<file path="src/rtl/or_host_pkg.sv">
// Shared register map and FSM state encoding for the OR-combiner host master.
package or_host_pkg;

  localparam logic [2:0] ADDR_A_FULLN  = 3'd0;
  localparam logic [2:0] ADDR_B_FULLN  = 3'd1;
  localparam logic [2:0] ADDR_Y_EMPTYN = 3'd2;
  localparam logic [2:0] ADDR_Y_DATA   = 3'd3;
  localparam logic [2:0] ADDR_A_DATA   = 3'd4;
  localparam logic [2:0] ADDR_B_DATA   = 3'd5;

  typedef enum logic [2:0] {
    IDLE   = 3'd0,
    POLL_A = 3'd1,
    WR_A   = 3'd2,
    POLL_B = 3'd3,
    WR_B   = 3'd4,
    POLL_Y = 3'd5,
    RD_Y   = 3'd6,
    RESP   = 3'd7
  } host_state_e;

endpackage

</file>
<file path="src/rtl/or_host_timer.sv">
// POLL_Y timeout counter: cleared on request, counts while enabled, flags the final cycle.
module or_host_timer #(
  parameter int unsigned TIMEOUT_CYCLES = 1024
) (
  input  logic CLK,
  input  logic RST_N,
  input  logic clr,
  input  logic en,
  output logic expired
);

  localparam int unsigned W = $clog2(TIMEOUT_CYCLES);

  logic [W-1:0] cnt;

  assign expired = (cnt == W'(TIMEOUT_CYCLES - 1));

  always_ff @(posedge CLK) begin
    if (!RST_N || clr) begin
      cnt <= '0;
    end else if (en && !expired) begin
      cnt <= cnt + W'(1);
    end
  end

endmodule

</file>
<file path="src/rtl/or_dut_host_master.sv">
// Bus initiator for the OR-combiner: polls status, writes A/B, pops Y, returns the result.
// Optional result checking is built when OR_HOST_CHECK_EN is defined.
module or_dut_host_master
  import or_host_pkg::*;
#(
  parameter int unsigned TIMEOUT_CYCLES = 1024,
  parameter int unsigned CNT_W          = 16
) (
  input  logic             CLK,
  input  logic             RST_N,
  input  logic             op_valid,
  output logic             op_ready,
  input  logic [7:0]       op_a,
  input  logic [7:0]       op_b,
  output logic             res_valid,
  input  logic             res_ready,
  output logic [7:0]       res_data,
  output logic             res_err,
  output logic [2:0]       write_address,
  output logic [7:0]       write_data,
  output logic             write_en,
  input  logic             write_rdy,
  output logic [2:0]       read_address,
  output logic             read_en,
  input  logic [7:0]       read_data,
  input  logic             read_rdy,
  output logic             busy,
  output logic [CNT_W-1:0] txn_count,
  output logic             mismatch
);

  host_state_e      state_q, state_d;
  logic [7:0]       opa_q, opb_q;
  logic [7:0]       res_data_q;
  logic             res_err_q;
  logic [CNT_W-1:0] txn_q;
  logic             tmr_clr, tmr_en, tmr_expired;
  logic             y_cap, to_abort, op_take, res_take;

  or_host_timer #(
    .TIMEOUT_CYCLES(TIMEOUT_CYCLES)
  ) u_timer (
    .CLK    (CLK),
    .RST_N  (RST_N),
    .clr    (tmr_clr),
    .en     (tmr_en),
    .expired(tmr_expired)
  );

  always_comb begin
    state_d       = state_q;
    op_ready      = 1'b0;
    res_valid     = 1'b0;
    read_address  = ADDR_A_FULLN;
    read_en       = 1'b0;
    write_address = '0;
    write_data    = '0;
    write_en      = 1'b0;
    tmr_clr       = 1'b0;
    tmr_en        = 1'b0;
    y_cap         = 1'b0;
    to_abort      = 1'b0;
    op_take       = 1'b0;
    res_take      = 1'b0;
    case (state_q)
      IDLE: begin
        op_ready = RST_N;
        if (op_valid) begin
          op_take = 1'b1;
          state_d = POLL_A;
        end
      end
      POLL_A: begin
        read_address = ADDR_A_FULLN;
        if (read_data[0]) state_d = WR_A;
      end
      WR_A: begin
        write_address = ADDR_A_DATA;
        write_data    = opa_q;
        write_en      = write_rdy;
        if (write_rdy) state_d = POLL_B;
      end
      POLL_B: begin
        read_address = ADDR_B_FULLN;
        if (read_data[0]) state_d = WR_B;
      end
      WR_B: begin
        write_address = ADDR_B_DATA;
        write_data    = opb_q;
        write_en      = write_rdy;
        if (write_rdy) begin
          tmr_clr = 1'b1;
          state_d = POLL_Y;
        end
      end
      POLL_Y: begin
        read_address = ADDR_Y_EMPTYN;
        tmr_en       = 1'b1;
        // Y-ready takes priority over a coincident timeout
        if (read_data[0]) begin
          state_d = RD_Y;
        end else if (tmr_expired) begin
          to_abort = 1'b1;
          state_d  = RESP;
        end
      end
      RD_Y: begin
        read_address = ADDR_Y_DATA;
        read_en      = read_rdy;
        if (read_rdy) begin
          y_cap   = 1'b1;
          state_d = RESP;
        end
      end
      RESP: begin
        res_valid = 1'b1;
        if (res_ready) begin
          res_take = 1'b1;
          state_d  = IDLE;
        end
      end
      default: state_d = IDLE;
    endcase
  end

  always_ff @(posedge CLK) begin
    if (!RST_N) begin
      state_q    <= IDLE;
      opa_q      <= '0;
      opb_q      <= '0;
      res_data_q <= '0;
      res_err_q  <= 1'b0;
      txn_q      <= '0;
    end else begin
      state_q <= state_d;
      if (op_take) begin
        opa_q <= op_a;
        opb_q <= op_b;
      end
      if (y_cap) begin
        res_data_q <= read_data;
        res_err_q  <= 1'b0;
      end else if (to_abort) begin
        res_data_q <= '0;
        res_err_q  <= 1'b1;
      end
      if (res_take) txn_q <= txn_q + CNT_W'(1);
    end
  end

`ifdef OR_HOST_CHECK_EN
  logic mism_q;

  always_ff @(posedge CLK) begin
    if (!RST_N) begin
      mism_q <= 1'b0;
    end else if (y_cap && (read_data != (opa_q | opb_q))) begin
      mism_q <= 1'b1;
    end
  end

  assign mismatch = mism_q;
`else
  assign mismatch = 1'b0;
`endif

  assign res_data  = res_data_q;
  assign res_err   = res_err_q;
  assign txn_count = txn_q;
  assign busy      = (state_q != IDLE);

endmodule

</file>
<file path="config.mk">
export PLATFORM = sky130hd
export DESIGN_NAME = or_dut_host_master
export DESIGN_NICKNAME = d
export VERILOG_FILES = /design/src/rtl/or_host_pkg.sv /design/src/rtl/or_host_timer.sv /design/src/rtl/or_dut_host_master.sv
export SDC_FILE = /design/constraint.sdc
export NUM_CORES = 1
export LEC_CHECK = 0
export CORE_AREA = 2 2 84 86
export CTS_BUF_LIST = sky130_fd_sc_hd__clkbuf_8
export CTS_CLUSTER_DIAMETER = 50
export DETAILED_ROUTE_END_ITERATION = 10
export DIE_AREA = 0 0 86 88
export MAX_ROUTING_LAYER = met4
export PLACE_DENSITY = 0.67
export SLEW_MARGIN = 20
export SYNTH_ARGS = -nofsm -noshare
export SYNTH_HDL_FRONTEND = slang
export SYNTH_HIERARCHICAL = 1
export SYNTH_SLANG_ARGS = --single-unit
</file>
<file path="constraint.sdc">
create_clock -name CLK -period 2.15 [get_ports CLK]
set_clock_uncertainty 0.1 [all_clocks]
set_input_delay 0.645 -clock CLK [delete_from_list [all_inputs] [get_ports CLK]]
set_output_delay 0.645 -clock CLK [all_outputs]
set_load 0.01 [all_outputs]
</file>
==> metrics.cfg <==
[run_status]
status=finished with violations
violations=negative setup slack

[worst_setup_path]
worstPathMaxFanout=4
arrival_ns=1.42
path_cells=buf_6, nor2b_4, buf_6, o21ba_4, and2_1, buf_2
required_ns=1.40
crit_path_end_kind=output port
slowest_delay_ns=0.36
crit_type=reg2out
cp-start-kind=register
cp_slowest_cell=dfxtp_4
path_buf_inv=3
crit_family=flip-flops
cp_common_cell=buf_6

[clock_network]
cts.sinks=54
clock_latency_ns=0.30
ctsLongestPathBuffers=2
cts_root_buf=clkbuf_8
cts_max_level=2
cts_tree=yes
cts_hold_buf=0
clk_pin_slew_ns=0.08
cts_buffers=5

[sta]
min_period_over_period_pct=100.6
finalCriticalPeriod_ns=2.163
worst_slew_pin_slew_ns=0.5157
fmax_mhz=462.4
rsz0062_at_grt=yes
hold_violations=0
tns_ns=-0.01255
whs_ns=0.3672
worst_slack_ns=-0.01255
slew_headroom_pct=65.54
final-setup-viol-count=1
maxSlewViolCount=0

[die]
rows=30
coreArea_um2=6644
die_h_um=88
die_area_um2=7568
die_w_um=86
io_pins=75
start_util_pct=38.74

[place]
place_area_um2=3531
dpl.hpwl_um=4540
io_buffers=71
place_congestion=0.8235
dp.cells=475

[job]
maxCapViolations=0

[layout]
drive_above_1_share_pct=22.85
fill_cells=616
layout.nets=440
antennaDiodeCount=0
fin_area_um2=3710
final-seq-area_um2=1091
area_growth_pct=44.14
multi_input_area_um2=1466
fin_cells=487

[min_path]
holdCritPathClass=reg2reg

[detailed_routing]
wirelength_um=6354
antenna_left=0
dr.pass1.iters=4
drcViolationCount=0
wl_per_cell_um=13.05
drt_iter0_markers=87
drt-vias-per-instance=5.031
num_vias=2450

[power_and_ir_drop]
switchingPower_uw=451.4
p_total_uw=1866
ir_drop_mv=0.2935
combPwrFrac_pct=14.4
switching_share_pct=24.19
p_per_area_nw_per_um2=502.9
seqPwrFrac_pct=56.0
p_leak_uw=0.001419
pwr-share-clk_pct=29.7
intPower_uw=1414

[grt]
grt_usage_pct=18.12
grt_pass1_wl_um=10850
overflow=0
grt_pass1_vias=2382
grt_max_degree=45
antenna_found_initial=0

[logic_synthesis]
ys_async_sr_fraction_pct=0
syn_inst=311
ys_ff_latch=54
synth.area.top_cells=dfxtp_1 (42%), nand2_1 (6.6%), nor2_1 (5.4%), a21oi_1 (5.3%), a22oi_1 (4.7%)
synth-seq-area-share_pct=42.00
yosys.cell_types.count=50
syn_area_um2=2574
avgSynthCellArea_um2=8.276
ys_warn_count=6
yosysMostFrequentCell=dfxtp_1
synth_top_area_share_pct=42.00
synth_edf_count=0
synth_ff_type=dfxtp_1
ys_top_cells_by_count=dfxtp_1 (54), nand2_1 (45), nor2_1 (37), a21oi_1 (27), a22oi_1 (16)
yosysTopAreaCell=dfxtp_1

-- sequential cells by signal, summed over array words and instances, names as in the netlist --
name,flops
opa_q,8
opb_q,8
res_data,8
res_err,1
state_q,3
txn_count,16
u_timer/cnt,10
-- final timing paths --
path / start / end / slack [ns] / cells past startpoint
hold / removal: opa_q[7] / opa_q[7] / 0.37 / 2
hold reg to reg: opa_q[7] / opa_q[7] / 0.37 / 2
setup reg to reg: state_q[0] / txn_count[15] / 0.21 / 6
setup / recovery: state_q[2] / write_en / -0.01 / 6
-- worst register-to-register path, stage by stage, from the launching register on --
cell	delay (ns)
dfxtp_2	0.37
buf_4	0.18
buf_4	0.15
nand4_4	0.07
or3_4	0.38
or4_1	0.48
a21oi_1	0.15
-- area by class of cell --
| class | count | share of cell area, % |
|---|---|---|
| tap | 80 | 2.698 |
| sequential | 54 | 29.41 |
| timing repair buffer | 108 | 25.33 |
| multi-input combinational | 231 | 39.53 |
| inverter | 8 | 0.8094 |
| clock buffer | 6 | 2.226 |
-- power by group through the flow --
stage               clock (µW)  combinational [µW]  sequential [µW]
floorplan                    0                 122             1060
global placement             0                 252             1060
finish                     553                 268             1040
detailed placement           0                 255             1060
global route               610                 293             1050
CTS                        581                 262             1040
-- through the flow --
step	setup slack, ns	utilization, %
floorplan	0.02988	-
finish	-0.01255	55.84
detailed placement	-0.5004	53.14
global route	-0.07672	55.84
global placement	-0.5497	53.14
CTS	-0.07116	54.84
-- routing by layer --
layer | wire [µm] | global-route usage [%] | share of wire, % | vias up
met5 | 0 | - | 0 | -
li1 | - | - | - | 1267
met4 | 57 | 4.762 | 0.90 | 0
met2 | 3029 | 30.44 | 48 | 56
met3 | 229 | 3.393 | 3.6 | 4
met1 | 3037 | 22.38 | 48 | 1123
-- cells in the final DEF, fill, tap and decap left out, types with 7 or more instances in the layout --
cell / count
buf_6: 7
a21oi_1: 27
nor3_1: 7
buf_2: 13
a22oi_2: 8
xnor2_1: 10
nand3_1: 11
a22oi_1: 8
nand2_1: 45
clkdlybuf4s50_1: 50
buf_4: 30
dfxtp_1: 50
nor2_1: 35
-- kinds of logic after synthesis --
family,share of synthesized area [%]
adder cells (fa/ha/maj),0.9721
buffers and inverters,4.813
AND/OR/NAND/NOR,29.75
multiplexers,1.556
XOR/XNOR,5.445
other,0.1457
flip-flops,42.00
AO/OA/AOI/OAI,15.31
-- what timing repair did --
action	CTS	global route
endpoints found under the setup margin	18	24
pin swaps	2	8
buffers inserted	4	2
resized for setup	85	22
gates cloned	1	0
endpoints found under the hold margin	0	0
(Power assumes the default switching activity.)
